`config.mk`:
```
export PLATFORM = sky130hd
export DESIGN_NAME = prefetch_queue
export DESIGN_NICKNAME = d
export VERILOG_FILES = /design/src/rtl/prefetch_queue.sv
export SDC_FILE = /design/constraint.sdc
export NUM_CORES = 1
export LEC_CHECK = 0
export CORE_ASPECT_RATIO = 0.5
export CORE_MARGIN = 2
export CORE_UTILIZATION = 45
export CTS_CLUSTER_DIAMETER = 200
export CTS_CLUSTER_SIZE = 14
export DETAILED_ROUTE_END_ITERATION = 16
export DONT_BUFFER_PORTS = 1
export SLEW_MARGIN = 20
export SYNTH_ARGS = -nofsm -noshare
export SYNTH_HDL_FRONTEND = slang
export SYNTH_SLANG_ARGS = --single-unit
```
`constraint.sdc`:
```
create_clock -name clk -period 3.1 [get_ports clk]
set_input_delay 0.465 -clock clk [delete_from_list [all_inputs] [get_ports clk]]
set_output_delay 0.465 -clock clk [all_outputs]
set_load 0.1 [all_outputs]
```
`src/rtl/prefetch_queue.sv`:
```
// prefetch_queue: instruction prefetch unit. Fetches 16-bit words from code
// memory at CS:IP and buffers them as bytes in a circular FIFO. The decoder
// takes one byte per cycle, and any control transfer flushes the queue.
// Optional build macro PREFETCH_BYPASS_EN: when the queue is empty, the first
// byte of a returning word reaches the outputs in the same cycle as
// bus_command_done.
module prefetch_queue #(
  parameter int          DEPTH    = 8,
  parameter logic [15:0] RESET_CS = 16'hFFFF,
  parameter logic [15:0] RESET_IP = 16'h0000
) (
  input  logic                     clk,
  input  logic                     reset,
  input  logic                     flush,
  input  logic [15:0]              new_cs,
  input  logic [15:0]              new_ip,
  output logic [7:0]               byte_out,
  output logic [15:0]              byte_ip,
  output logic                     byte_valid,
  input  logic                     byte_ready,
  output logic [$clog2(DEPTH):0]   queue_count,
  output logic [1:0]               bus_command,
  output logic [19:0]              bus_address,
  input  logic [15:0]              data_in,
  input  logic                     bus_command_done
);

  localparam int PW = $clog2(DEPTH);
  localparam int CW = PW + 1;
  localparam logic [1:0] CMD_IDLE = 2'd0;
  localparam logic [1:0] CMD_READ = 2'd1;

  typedef enum logic {IDLE = 1'b0, FETCH_WAIT = 1'b1} state_t;

  // Word-aligned 20-bit physical address of seg:off
  function automatic logic [19:0] fetch_phys(input logic [15:0] seg, input logic [15:0] off);
    logic [19:0] sum;
    sum = {seg, 4'h0} + {4'h0, off};
    return {sum[19:1], 1'b0};
  endfunction

  state_t          state;
  logic [15:0]     cs;
  logic [15:0]     fetch_ip;
  logic            discard;
  logic [7:0]      mem [DEPTH];
  logic [PW-1:0]   head;
  logic [PW-1:0]   tail;
  logic [CW-1:0]   count;
  logic [7:0]      byte_out_r;
  logic [15:0]     byte_ip_r;
  logic            byte_valid_r;

  logic            push;
  logic [1:0]      push_n;
  logic [7:0]      b0;
  logic [7:0]      b1;
  logic            byp;
  logic            pop;
  logic            issue;
  logic [CW-1:0]   free_space;
  logic [CW-1:0]   need;
  logic [PW-1:0]   head_nxt;
  logic [PW-1:0]   tail1;
  logic [CW-1:0]   count_nxt;
  logic [7:0]      head_byte;

  assign push   = (state == FETCH_WAIT) && bus_command_done && !discard && !flush;
  assign push_n = !push ? 2'd0 : (fetch_ip[0] ? 2'd1 : 2'd2);
  // An odd fetch_ip only wants the upper byte of the aligned word
  assign b0     = fetch_ip[0] ? data_in[15:8] : data_in[7:0];
  assign b1     = data_in[15:8];

`ifdef PREFETCH_BYPASS_EN
  assign byp = push && (count == '0);
`else
  assign byp = 1'b0;
`endif

  assign byte_valid  = byte_valid_r | byp;
  assign byte_out    = byp ? b0 : byte_out_r;
  assign byte_ip     = byp ? fetch_ip : byte_ip_r;
  assign queue_count = count;

  assign pop        = byte_valid && byte_ready && !flush;
  // Space check deliberately ignores this cycle's pop
  assign free_space = CW'(DEPTH) - count;
  assign need       = fetch_ip[0] ? CW'(1) : CW'(2);
  assign issue      = (state == IDLE) && !flush && (free_space >= need);

  assign head_nxt  = head + PW'(pop);
  assign tail1     = tail + PW'(1);
  assign count_nxt = count + CW'(push_n) - CW'(pop);

  // Byte at the post-update head, taking this cycle's writes into account
  always_comb begin
    head_byte = mem[head_nxt];
    if (push_n != 2'd0 && head_nxt == tail)
      head_byte = b0;
    else if (push_n == 2'd2 && head_nxt == tail1)
      head_byte = b1;
  end

  // Fetch FSM: bus handshake, segment/IP tracking and stale-read discard
  always_ff @(posedge clk or posedge reset) begin
    if (reset) begin
      state       <= IDLE;
      bus_command <= CMD_IDLE;
      bus_address <= 20'h0;
      discard     <= 1'b0;
      cs          <= RESET_CS;
      fetch_ip    <= RESET_IP;
    end else begin
      case (state)
        IDLE: begin
          if (issue) begin
            state       <= FETCH_WAIT;
            bus_command <= CMD_READ;
            bus_address <= fetch_phys(cs, fetch_ip);
          end
        end
        FETCH_WAIT: begin
          if (bus_command_done) begin
            state       <= IDLE;
            bus_command <= CMD_IDLE;
            discard     <= 1'b0;
          end
        end
        default: state <= IDLE;
      endcase
      if (push)
        fetch_ip <= fetch_ip + 16'(push_n);
      if (flush) begin
        cs       <= new_cs;
        fetch_ip <= new_ip;
        discard  <= (state == FETCH_WAIT) && !bus_command_done;
      end
    end
  end

  // Byte storage; contents behind the head are don't-care so no reset
  always_ff @(posedge clk) begin
    if (push_n != 2'd0)
      mem[tail] <= b0;
    if (push_n == 2'd2)
      mem[tail1] <= b1;
  end

  // Queue pointers and occupancy
  always_ff @(posedge clk or posedge reset) begin
    if (reset) begin
      head  <= '0;
      tail  <= '0;
      count <= '0;
    end else if (flush) begin
      head  <= '0;
      tail  <= '0;
      count <= '0;
    end else begin
      head  <= head_nxt;
      tail  <= tail + PW'(push_n);
      count <= count_nxt;
    end
  end

  // Registered head view presented to the decoder
  always_ff @(posedge clk or posedge reset) begin
    if (reset) begin
      byte_out_r   <= 8'h0;
      byte_ip_r    <= RESET_IP;
      byte_valid_r <= 1'b0;
    end else if (flush) begin
      byte_out_r   <= 8'h0;
      byte_ip_r    <= new_ip;
      byte_valid_r <= 1'b0;
    end else begin
      byte_out_r   <= head_byte;
      byte_ip_r    <= byte_ip + 16'(pop);
      byte_valid_r <= (count_nxt != '0);
    end
  end

endmodule

```
Word level (Yosys, flattened, before mapping). Memories as Yosys holds them, arrays and structs flattened. Cells that the tools add are included.

Bits in registers: 90. Memory bits (writable): 64. Output and inout port bits: 51. Word-level logic and storage cells: 77. Memories kept: 1.

Add/sub/neg operators: 9. Magnitude comparators: 1. Equality and inequality tests: 5. Muxes and demuxes: 27. Bitwise logic cells: 1. Reduce and logical (&&, ||, !) cells: 21.

Memories: mem (depth 8, width 8, read ports 1, clocked after Yosys merged registers in 0, wr ports 2, RTL line 46) `logic [7:0] mem [DEPTH];`.

Operator list (number): 2-to-1 mux 16 bit (3); 2-to-1 mux 8 bit (4); adder 20 x 16 -> 20 bit (1); adder 16 x 1 -> 16 bit (1); adder 16 x 2 -> 16 bit (1); logical AND 1 bit (10); 2-to-1 mux 1 bit (10); 2-to-1 mux 2 bit (5); nonzero test 2 bit (4); == test 3 bit (2); 2-to-1 mux 3 bit (2); AND reduction 2 bit (3); adder 4 x 2 -> 4 bit (1); >= comparator 4 x 2 -> 1 bit (1); 2-to-1 mux 4 bit (1); inequality test 2 bit (second input constant) (2); one-hot mux 2 bit (2 select lines) (1); nonzero test 4 bit (1); subtractor 4 x 1 -> 4 bit (1); subtractor 4 bit (first input constant) (1); adder 3 x 1 -> 3 bit (1); adder 3 x 1 -> 3 bit (second input constant) (1); adder 3 x 2 -> 3 bit (1); logical NOT 1 bit (3); 3 further kinds (3).

Longest topological paths before layout. Gate-level depths: netlist of run 1.

Word-level depth: 9. Gate-level depth with buffers: 13. Gate-level depth less buffers: 11.

Worst setup path before layout of run 1. OpenSTA, ideal clock, no wires.

Kind: input to register. Start point: in flush. End point: reg byte_out_r[0] (netlist: byte_out[0]). Setup time: 134 ps. Arrival time: 3315 ps. Data required time: 2966 ps. Path slack: -349 ps. Stages: 12. Path through: clkbuf_1 -> clkbuf_1 -> clkbuf_1 -> nor2_1 -> ha_1 -> ha_1 -> clkbuf_1 -> buf_1 -> mux4_2 -> mux2_2 -> mux2i_1 -> o22ai_1.

Word-level cells in the longest chain between the ends: 8. Elaborated cells between the ends (all ways): 15. Classes of those cells: add/sub (1); eq/ne (3); mux (4); reduce/logical (6); memory (1).

Ends and longest elaborated chain: start, declared (RTL line 14) `input logic flush,`; parallel branches: the longest is 7 deep, another holds memory read (8 x 8 bit); 2-to-1 mux 8 bit (*) (RTL line 172) `end else if (flush) begin`; end signal, assigned (RTL line 177) `byte_out_r <= head_byte;`; end, declared (RTL line 50) `logic [7:0] byte_out_r;`.

Mark *: on every way between the ends. A chain may end at the register's enable or synchronous reset.

Final worst setup path of run 1.
Start point: reg discard. End point: reg byte_valid_r (netlist: byte_valid).

Word-level cells in the longest chain between the ends: 8.

Ends and longest elaborated chain: start, declared (RTL line 45) `logic discard;`; start signal, assigned (RTL line 136) `discard <= (state == FETCH_WAIT) && !bus_command_done;`; logical NOT 1 bit (RTL line 68) `assign push = (state == FETCH_WAIT) && bus_command_done && !discard && !flush;`; logical AND 1 bit (2 in series) (RTL line 68); 2-to-1 mux 2 bit (RTL line 69) `assign push_n = !push ? 2'd0 : (fetch_ip[0] ? 2'd1 : 2'd2);`; adder 4 x 2 -> 4 bit (RTL line 93) `assign count_nxt = count + CW'(push_n) - CW'(pop);`; subtractor 4 x 1 -> 4 bit (RTL line 93); nonzero test 4 bit (RTL line 179) `byte_valid_r <= (count_nxt != '0);`; 2-to-1 mux 1 bit (RTL line 172); end signal, assigned (RTL line 179); end, declared (RTL line 52) `logic byte_valid_r;`.

Every way passes these cells.

==> results of run 1 <==
==> worst max-delay path, cell delays in order, from the launching register on <==
cell,delay (ps)
dfrtp_1,380
nand3b_2,250
nor2_1,230
nand2_1,90
ha_1,290
inv_1,40
ha_1,200
fa_1,400
xnor2_1,180
nor2_1,70
or4_1,530
==> synthesized netlist by cell type (3+ instances only) <==
cell type | instances | area share [%]
o21a_1 | 4 | 0.36
or3_1 | 3 | 0.22
dfstp_2 | 16 | 5.0
a21oi_1 | 28 | 1.7
a21o_1 | 6 | 0.54
nand2b_1 | 5 | 0.37
nand4_1 | 6 | 0.45
buf_1 | 4 | 0.18
dfrtp_1 | 73 | 22
nor3_1 | 5 | 0.30
ha_1 | 27 | 4.0
or4_1 | 3 | 0.27
mux2_2 | 104 | 14
nor2_1 | 43 | 1.9
clkbuf_1 | 28 | 1.2
mux2i_1 | 17 | 2.0
o21ai_0 | 21 | 1.2
xor2_1 | 23 | 2.4
o22ai_1 | 9 | 0.67
buf_2 | 3 | 0.18
o211ai_1 | 9 | 0.80
nand3_1 | 18 | 1.1
and2_1 | 4 | 0.30
and3_1 | 6 | 0.45
fa_1 | 4 | 0.95
edfxtp_1 | 64 | 23
inv_1 | 23 | 1.0
a211oi_1 | 6 | 0.54
nand2_1 | 50 | 2.2
nor2b_1 | 8 | 0.59
xnor2_1 | 24 | 2.5
mux4_2 | 16 | 4.3
==> worst max-delay path by stage <==
| stage | startpoint | endpoint | slack [ps] | cells after the start |
|---|---|---|---|---|
| after CTS | discard$_DFFE_PP0P_ | byte_valid$_DFF_PP0_ | 320 | 10 |
| after detailed placement | discard$_DFFE_PP0P_ | byte_valid$_DFF_PP0_ | 320 | 10 |
| after global routing | discard$_DFFE_PP0P_ | byte_valid$_DFF_PP0_ | 140 | 10 |
| after global placement | discard$_DFFE_PP0P_ | byte_valid$_DFF_PP0_ | 430 | 10 |
| final | discard$_DFFE_PP0P_ | byte_valid$_DFF_PP0_ | 340 | 10 |
| after floorplan | flush | byte_out[0]$_DFF_PP0_ | 50 | 11 |
==> cell type report <==
class | count | area (sq um) | area share, %
Multi-Input combinational cell | 484 | 4010 | 41.9
Clock buffer | 21 | 475 | 4.96
Sequential cell | 153 | 4170 | 43.5
Clock inverter | 11 | 133 | 1.38
Timing Repair Buffer | 52 | 405 | 4.23
Inverter | 23 | 88.8 | 0.927
Tap cell | 240 | 300 | 3.13
==> state kept, by name (all words and copies together) (netlist names), 4 cells and up <==
name         count
byte_ip         16
cs              16
fetch_ip        16
byte_out         8
mem             64
bus_address     19
queue_count      4
==> through the flow <==
step	area [sq um]	instances	util [%]
after floorplan	8430	699	-
after global placement	8950	951	48.8
after detailed placement	8960	951	48.8
after CTS	9570	984	52.2
after global routing	9580	984	52.2
final	9580	984	52.2
==> layout by cell type (no fill, tap or decap), types with 8 or more instances in the layout <==
master / netlist / layout
a21oi_1: 28 / 28
buf_4: 2 / 50
clkbuf_16: 0 / 18
dfrtp_1: 73 / 73
dfstp_2: 16 / 16
edfxtp_1: 64 / 64
ha_1: 27 / 27
inv_1: 23 / 22
mux2_2: 104 / 104
mux2i_1: 17 / 17
mux4_2: 16 / 16
nand2_1: 50 / 50
nand3_1: 18 / 18
nor2_1: 43 / 43
nor2b_1: 8 / 8
o211ai_1: 9 / 9
o21ai_0: 21 / 19
o22ai_1: 9 / 9
xnor2_1: 24 / 24
xor2_1: 23 / 23
==> cell families after synthesis <==
family          count (synthesis)  share of synthesized area, %
simple gates                  166                          9.63
flops                         153                          49.5
mux                           137                          20.2
compound gates                101                          7.65
buf+inv                        62                          3.08
xor+xnor                       47                          4.89
fa+ha+maj                      31                          4.96
other cells                     1                        0.0445
==> power by group through the flow <==
stage | combinational, W | sequential [W] | clock (W)
global route | 0.00206 | 0.00382 | 0.00230
CTS | 0.00190 | 0.00379 | 0.00220
detailed placement | 0.00189 | 0.00383 | 0
floorplan | 0.00118 | 0.00410 | 0
global placement | 0.00185 | 0.00383 | 0
finish | 0.00187 | 0.00378 | 0.00217
==> layer usage <==
| layer | track usage (%) | routed length, um |
|---|---|---|
| met1 | 27.4 | 8890 |
| met2 | 33.9 | 9460 |
| met3 | 5.89 | 1230 |
| met4 | 7.63 | 391 |
| met5 | 0 | 0 |
==> impl_metrics.csv, run 1 <==
group,metric,value,unit
worst_setup_path,path_max_fanout,5,
power,p_leak,3.85,nW
power,power_frac_comb,23.9,%
worst_setup_path,critPathArrivalTime,3060,ps
sta,rsz0062_at_grt,"no",
sta,timing.hold.ws,102,ps
clocking,insertion_delay,440,ps
place,hpwl,13800,um
final_layout,drive_gt1_share,30.9,%
global_routing,grt_usage,21.0,%
clocking,cts_sinks,153,
clocking,cts_buffer_depth,2,
final_layout,area_growth,13.8,%
die,rows,35,
worst_hold_path,hold_start,"flush",
clocking,htree_levels,4,
clocking,cts_tree,"yes",
sta,skew,11.9,ps
worst_setup_path,cp-end-kind,"flip-flop",
synthesis,synthFlopType,"dfrtp_1",
clocking,cts-root-buf,"clkbuf_16",
synthesis,postSynthCellCount,698,
detailed_routing,antenna_left,0,
power,p_switching,0.00339,W
detailed_routing,remaining_drc_errors,0,
worst_setup_path,cp-start-kind,"flip-flop",
global_routing,overflow,0,
sta,fin_crit_sh,88.9,%
detailed_routing,drt_wl_total,20000,um
detailed_routing,first_pass_iters,5,
die,core,18300,sq um
die,start_util,45.9,%
power,pwr-share-seq,48.3,%
clocking,clkTransAtPathRegs,70,ps
sta,finalMaxSlewViolations,0,
place,preCtsSetupSlack,319,ps
clocking,ctsResizeCount,0,
job,drv_cap,0,
place,place_congestion,0.867,
final_layout,nets,815,
die,ios,104,
run_status,status,"completed",
global_routing,grt_antenna_before_repair,0,
global_routing,grt_pass1_wl,30900,um
worst_setup_path,crit-reg2reg-launch,"discard$_DFFE_PP0P_",
power,finalPower,0.00783,W
sta,fmax,363,MHz
detailed_routing,drt_iter0_markers,366,
power,p_per_area,817,nW/um^2
clocking,cts_setup_buffers,0,
synthesis,synth_edf_count,64,
global_routing,first_global_vias,5435,
die,die_w,197,um
worst_setup_path,criticalPathCategory,"reg2reg",
clocking,cts_buffers,17,
global_routing,grt_max_degree,74,
synthesis,ys_types,58,
sta,max_slew_margin,34.9,%
synthesis,ys_ff_latch,153,
sta,tightest_slew,976,ps
final_layout,fillCellCount,1611,
clocking,cts_hold_buf,1,
sta,finalHoldViolCount,0,
sta,setup_viol,0,
power,clockPowerShare,27.7,%
power,peakVddDrop,0.314,mV
place,portBuffers,0,
final_layout,diodes,0,
worst_setup_path,reg2reg_to,"byte_valid$_DFF_PP0_",
detailed_routing,num_vias,5510,
synthesis,synthArstFlopShare,58.2,%
detailed_routing,via_per_inst,5.60,
synthesis,synth.yosys.warnings,0,
worst_hold_path,min_to,"queue_count[3]$_DFF_PP0_",
sta,timing.final.ws_setup,343,ps
detailed_routing,wl_per_cell,20.3,um
worst_hold_path,hp-class,"in2reg",
synthesis,ys_seq_area_share,49.5,%
worst_hold_path,holdPathStages,1,
worst_setup_path,r2r_cells,10,
synthesis,syn_avg_cell_area,12.1,sq um
die,die_h,101,um
die,dieArea,19900,sq um
sta,tns,0,ps
worst_setup_path,reg2reg_setup_slack,340,ps
power,p_int,0.00443,W
worst_setup_path,cp.required,3410,ps
synthesis,syn_area,8420,sq um
power,switching_share,43.4,%
sta,fin_crit,2760,ps
No activity file was read; power rests on OpenSTA's default activity.
==> inputs of run 2 (changes only) <==
- clock period: 3.1 -> 3.3 ns (I/O delays scaled with it)
==> run 2 against run 1 <==
  * Flip-flop and latch count stayed put
  * First-iteration DRC count down 13%
  * Setup slack got worse by 1.9 ps
  * Clock power fell by 4%
  * Count of clock-buffer cells in the layout fell by 1
  * Combinational power decreased by 7%
  * Critical endpoint is now fetch_ip[13]$_DFFE_PP0P_
==> impl_metrics.csv, run 2 (synthesized netlist as in run 1, its figures left out) <==
group,metric,value,unit
final_layout,drive_gt1_share,29.4,%
sta,fin_crit_sh,89.7,%
final_layout,fin_util,51.6,%
detailed_routing,routedLengthMet1,8850,um
detailed_routing,num_vias,5427,
global_routing,grt_max_degree,85,
worst_setup_path,cp-start-kind,"flip-flop",
detailed_routing,drt_iter0_markers,319,
power,p_int,0.00419,W
power,peakVddDrop,0.288,mV
final_layout,area_growth,12.5,%
die,rows,35,
worst_setup_path,cpPeakStageDelay,510,ps
sta,finalHoldViolCount,0,
die,die_h,101,um
die,die_w,197,um
die,start_util,45.9,%
sta,timing.hold.ws,142,ps
final_layout,layout_commonest_cell,"mux2_2",
sta,setup_viol,0,
power,switching_share,43.1,%
sta,fmax,338,MHz
power,p_per_area,777,nW/um^2
detailed_routing,via_per_inst,5.61,
power,power_frac_comb,23.5,%
final_layout,multi_input_area,4010,sq um
worst_setup_path,crit_slowest_cell,"or3_1",
global_routing,first_global_vias,5538,
detailed_routing,drt_wl_total,19900,um
clocking,ctsResizeCount,0,
clocking,clkTransAtPathRegs,70,ps
power,p_switching,0.00317,W
place,portBuffers,0,
clocking,cts_sinks,153,
run_status,status,"completed",
detailed_routing,wl_per_cell,20.5,um
final_layout,top_regs,"mem x64, bus_address x19",
clocking,cts_buffers,17,
final_layout,nets,799,
clocking,insertion_delay,430,ps
sta,finalMaxSlewViolations,0,
final_layout,largest_reg_flops,64,
power,clockPowerShare,28.2,%
final_layout,fillCellCount,1590,
final_layout,diodes,0,
worst_setup_path,critPathArrivalTime,3260,ps
detailed_routing,routed-wl-met2,9500,um
global_routing,overflow,0,
clocking,cts_hold_buf,1,
sta,timing.final.ws_setup,342,ps
worst_setup_path,criticalPathCategory,"reg2reg",
sta,tightest_slew,1160,ps
worst_setup_path,path_max_fanout,8,
global_routing,grt_pass1_wl,31400,um
worst_setup_path,critPathTopFamily,"simple AND/OR/NAND/NOR gates",
worst_setup_path,path_cells,"nand3b_2 > or3_1 > inv_1 > ha_1 > and3b_1 > o2111ai_1 > nor3b_1 > xor2_1 > mux2_2",
sta,skew,18.0,ps
place,preCtsSetupSlack,360,ps
clocking,htree_levels,4,
worst_setup_path,crit_buf_inv,1,
detailed_routing,antenna_left,0,
place,place_congestion,0.920,
clocking,cts_setup_buffers,0,
die,core,18300,sq um
die,dieArea,19900,sq um
detailed_routing,remaining_drc_errors,0,
sta,fin_crit,2960,ps
power,p_leak,3.77,nW
sta,tns,0,ps
worst_hold_path,hp-class,"in2reg",
job,drv_cap,0,
final_layout,top_register,"mem",
final_layout,final_cell_mix,"mux2_2, dfrtp_1, edfxtp_1, nand2_1, nor2_1",
global_routing,grt_antenna_before_repair,0,
power,finalPower,0.00736,W
clocking,cts_buffer_depth,2,
worst_setup_path,cp.required,3600,ps
detailed_routing,first_pass_iters,5,
detailed_routing,met3_length,1200,um
detailed_routing,highest_layer,"met4",
place,hpwl,13400,um
sta,max_slew_margin,22.4,%
die,ios,104,
clocking,cts_tree,"yes",
sta,rsz0062_at_grt,"no",
power,pwr-share-seq,48.3,%
clocking,cts-root-buf,"clkbuf_16",
global_routing,grt_usage,21.2,%
worst_setup_path,cp-end-kind,"flip-flop",
final_layout,seq_area,4170,sq um
-- run 2: per-layer routing --
layer	vias up	global-route usage [%]
met5	-	0
met4	0	6.13
met3	21	5.59
met2	136	34.3
met1	2695	28.2
li1	2575	-
-- run 2: per-stage QoR --
| stage | area, sq um | instances |
|---|---|---|
| global route | 9470 | 968 |
| detailed placement | 8840 | 935 |
| floorplan | 8430 | 699 |
| finish | 9470 | 968 |
| CTS | 9470 | 968 |
| global placement | 8840 | 935 |
-- run 2: worst paths after layout --
path / start / end / slack [ps] / cells past startpoint
setup / recovery: discard$_DFFE_PP0P_ / fetch_ip[13]$_DFFE_PP0P_ / 340 / 9
hold / removal: flush / queue_count[2]$_DFF_PP0_ / 140 / 1
setup reg to reg: discard$_DFFE_PP0P_ / fetch_ip[13]$_DFFE_PP0P_ / 340 / 9
hold reg to reg: cs[1]$_DFFE_PP1P_ / cs[1]$_DFFE_PP1P_ / 550 / 2
max in group asynchronous: reset / cs[2]$_DFFE_PP1P_ / 2170 / 3
min in group asynchronous: reset / byte_out[6]$_DFF_PP0_ / 430 / 2
-- run 2: layout make-up --
type,count,share of cell area [%]
clock buffer,20,4.83
clock inverter,12,1.72
inverter,23,0.938
multi-input combinational,484,42.3
sequential,153,44.0
tap,240,3.17
timing repair buffer,36,3.01
-- run 2: power by group through the flow --
stage	Combinational (W)	Sequential, W	Clock (W)
floorplan	0.00111	0.00385	0
global placement	0.00171	0.00360	0
detailed placement	0.00174	0.00360	0
CTS	0.00175	0.00357	0.00211
global route	0.00191	0.00359	0.00221
finish	0.00173	0.00356	0.00208
==> inputs of run 3 (changes only) <==
- REMOVE_ABC_BUFFERS: unset -> 1
==> run 3 against run 2 <==
  * Hold slack lost 72 ps
  * Register-to-register slack gained 150 ps
  * Non-clock buffer count grew 4
  * Largest cell class unchanged
  * Routed wire length shrank 2.0%
  * Critical endpoint unchanged
  * Flip-flop and latch count is the same
  * Global-route usage shrank 0.54 points
  * Combinational power is essentially flat
  * Utilization shrank 0.19 points
  * Largest power group unchanged
  * Via count grew 0.46%
==> impl_metrics.csv, run 3 (synthesized netlist as in run 1, its figures left out) <==
group,metric,value,unit
run_status,status,"completed",
detailed_routing,via_per_inst,5.61,
final_layout,drive_gt1_share,29.8,%
detailed_routing,remaining_drc_errors,0,
die,core,18300,sq um
detailed_routing,routedLengthMet1,8750,um
clocking,insertion_delay,420,ps
final_layout,nets,803,
die,die_h,101,um
global_routing,first_global_vias,5443,
place,portBuffers,0,
sta,max_slew_margin,25.3,%
place,place_area,8860,sq um
global_routing,grt_antenna_before_repair,0,
final_layout,multi_input_area,4010,sq um
sta,setup_viol,0,
sta,timing.final.ws_setup,491,ps
clocking,cts_setup_buffers,0,
clocking,cts_hold_buf,0,
final_layout,seq_area,4170,sq um
detailed_routing,met3_length,929,um
sta,fin_crit_sh,85.1,%
sta,finalHoldViolCount,0,
die,die_w,197,um
die,ios,104,
clocking,ctsResizeCount,0,
final_layout,fin_area,9440,sq um
worst_setup_path,criticalPathCategory,"reg2reg",
die,rows,35,
worst_setup_path,critPathArrivalTime,3110,ps
clocking,cts-root-buf,"clkbuf_16",
detailed_routing,drt_iter0_markers,269,
place,preCtsSetupSlack,504,ps
final_layout,fillCellCount,1595,
global_routing,grt_max_degree,85,
final_layout,final_cell_mix,"mux2_2, dfrtp_1, edfxtp_1, nand2_1, nor2_1",
sta,fmax,356,MHz
power,p_leak,3.76,nW
power,peakVddDrop,0.359,mV
clocking,clkTransAtPathRegs,70,ps
sta,finalMaxSlewViolations,0,
place,place_congestion,0.833,
clocking,htree_levels,4,
final_layout,top_register,"mem",
detailed_routing,antenna_left,0,
sta,timing.hold.ws,69.2,ps
place,hpwl,13400,um
final_layout,fin_util,51.4,%
sta,tightest_slew,1110,ps
final_layout,layout_commonest_cell,"mux2_2",
global_routing,grt_pass1_wl,30800,um
clocking,cts_sinks,153,
worst_setup_path,cp-start-kind,"flip-flop",
final_layout,area_growth,12.1,%
detailed_routing,drt_wl_total,19400,um
die,start_util,45.9,%
final_layout,top_regs,"mem x64, bus_address x19",
sta,fin_crit,2810,ps
worst_setup_path,path_max_fanout,5,
clocking,cts_tree,"yes",
worst_hold_path,hp-class,"in2async",
job,drv_cap,0,
final_layout,diodes,0,
sta,rsz0062_at_grt,"no",
power,p_per_area,761,nW/um^2
worst_setup_path,cp.required,3600,ps
detailed_routing,first_pass_iters,7,
detailed_routing,routed-wl-met2,9600,um
global_routing,overflow,0,
detailed_routing,num_vias,5452,
clocking,cts_buffers,17,
sta,skew,11.5,ps
global_routing,grt_usage,20.6,%
worst_setup_path,cp-end-kind,"flip-flop",
final_layout,largest_reg_flops,64,
detailed_routing,highest_layer,"met4",
detailed_routing,wl_per_cell,20.0,um
die,dieArea,19900,sq um
clocking,cts_buffer_depth,2,
[run 3: cell types whose count changed in the layout (fill, tap and decap cells not counted), sizes merged]
cell	before	now
buf	35	40
bufinv	3	0
clkbuf	20	23
clkinv	5	4
clkinvlp	2	3
dlygate4sd3	1	0
[run 3: worst max-delay path, stage by stage, from the launching register on]
cell and delay (ps):
dfrtp_1 390, nand3b_2 260, or3_1 380, inv_1 170
ha_1 250, and3b_1 180, o2111ai_1 470, nor3b_1 140
xor2_1 180, mux2_2 280
[run 3: worst paths after layout]
| kind | start | slack [ps] | depth (start not counted) | end |
|---|---|---|---|---|
| worst max-delay path | discard$_DFFE_PP0P_ | 490 | 9 | fetch_ip[13]$_DFFE_PP0P_ |
| worst min-delay path | reset | 70 | 1 | queue_count[3]$_DFF_PP0_ |
| max in group asynchronous | reset | 2630 | 2 | byte_out[3]$_DFF_PP0_ |
| worst max register to register | discard$_DFFE_PP0P_ | 490 | 9 | fetch_ip[13]$_DFFE_PP0P_ |
| worst min register to register | cs[15]$_DFFE_PP1P_ | 540 | 2 | bus_address[19]$_DFFE_PP0P_ |
| min in group clk | flush | 130 | 1 | head[1]$_DFF_PP0_ |
[run 3: final cells by class]
type	count	share of cell area, %
clock buffer	23	5.41
clock inverter	9	0.650
tap	240	3.18
timing repair buffer	40	3.18
multi-input combinational	484	42.4
sequential	153	44.2
inverter	23	0.968
[run 3: layer usage]
layer,track usage (%),up-vias
met5,0,-
met4,6.13,0
met3,5.15,14
met2,34.6,100
met1,26.7,2742
li1,-,2596
[run 3: metrics by stage]
stage / instances / TNS [ps] / total power (W)
3_3_place_gp: 940 / 0 / 0.00533
6_report: 972 / 0 / 0.00718
5_1_grt: 972 / 0 / 0.00752
3_5_place_dp: 940 / 0 / 0.00536
4_1_cts: 972 / 0 / 0.00726
2_1_floorplan: 660 / -105 / 0.00491
[run 3: power breakdown]
part | switching [W] | leakage [nW] | internal, W | total (W)
clock network | 0.000801 | 0.276 | 0.00109 | 0.00189
logic | 0.00105 | 1.85 | 0.000690 | 0.00174
registers | 0.00128 | 1.64 | 0.00226 | 0.00355
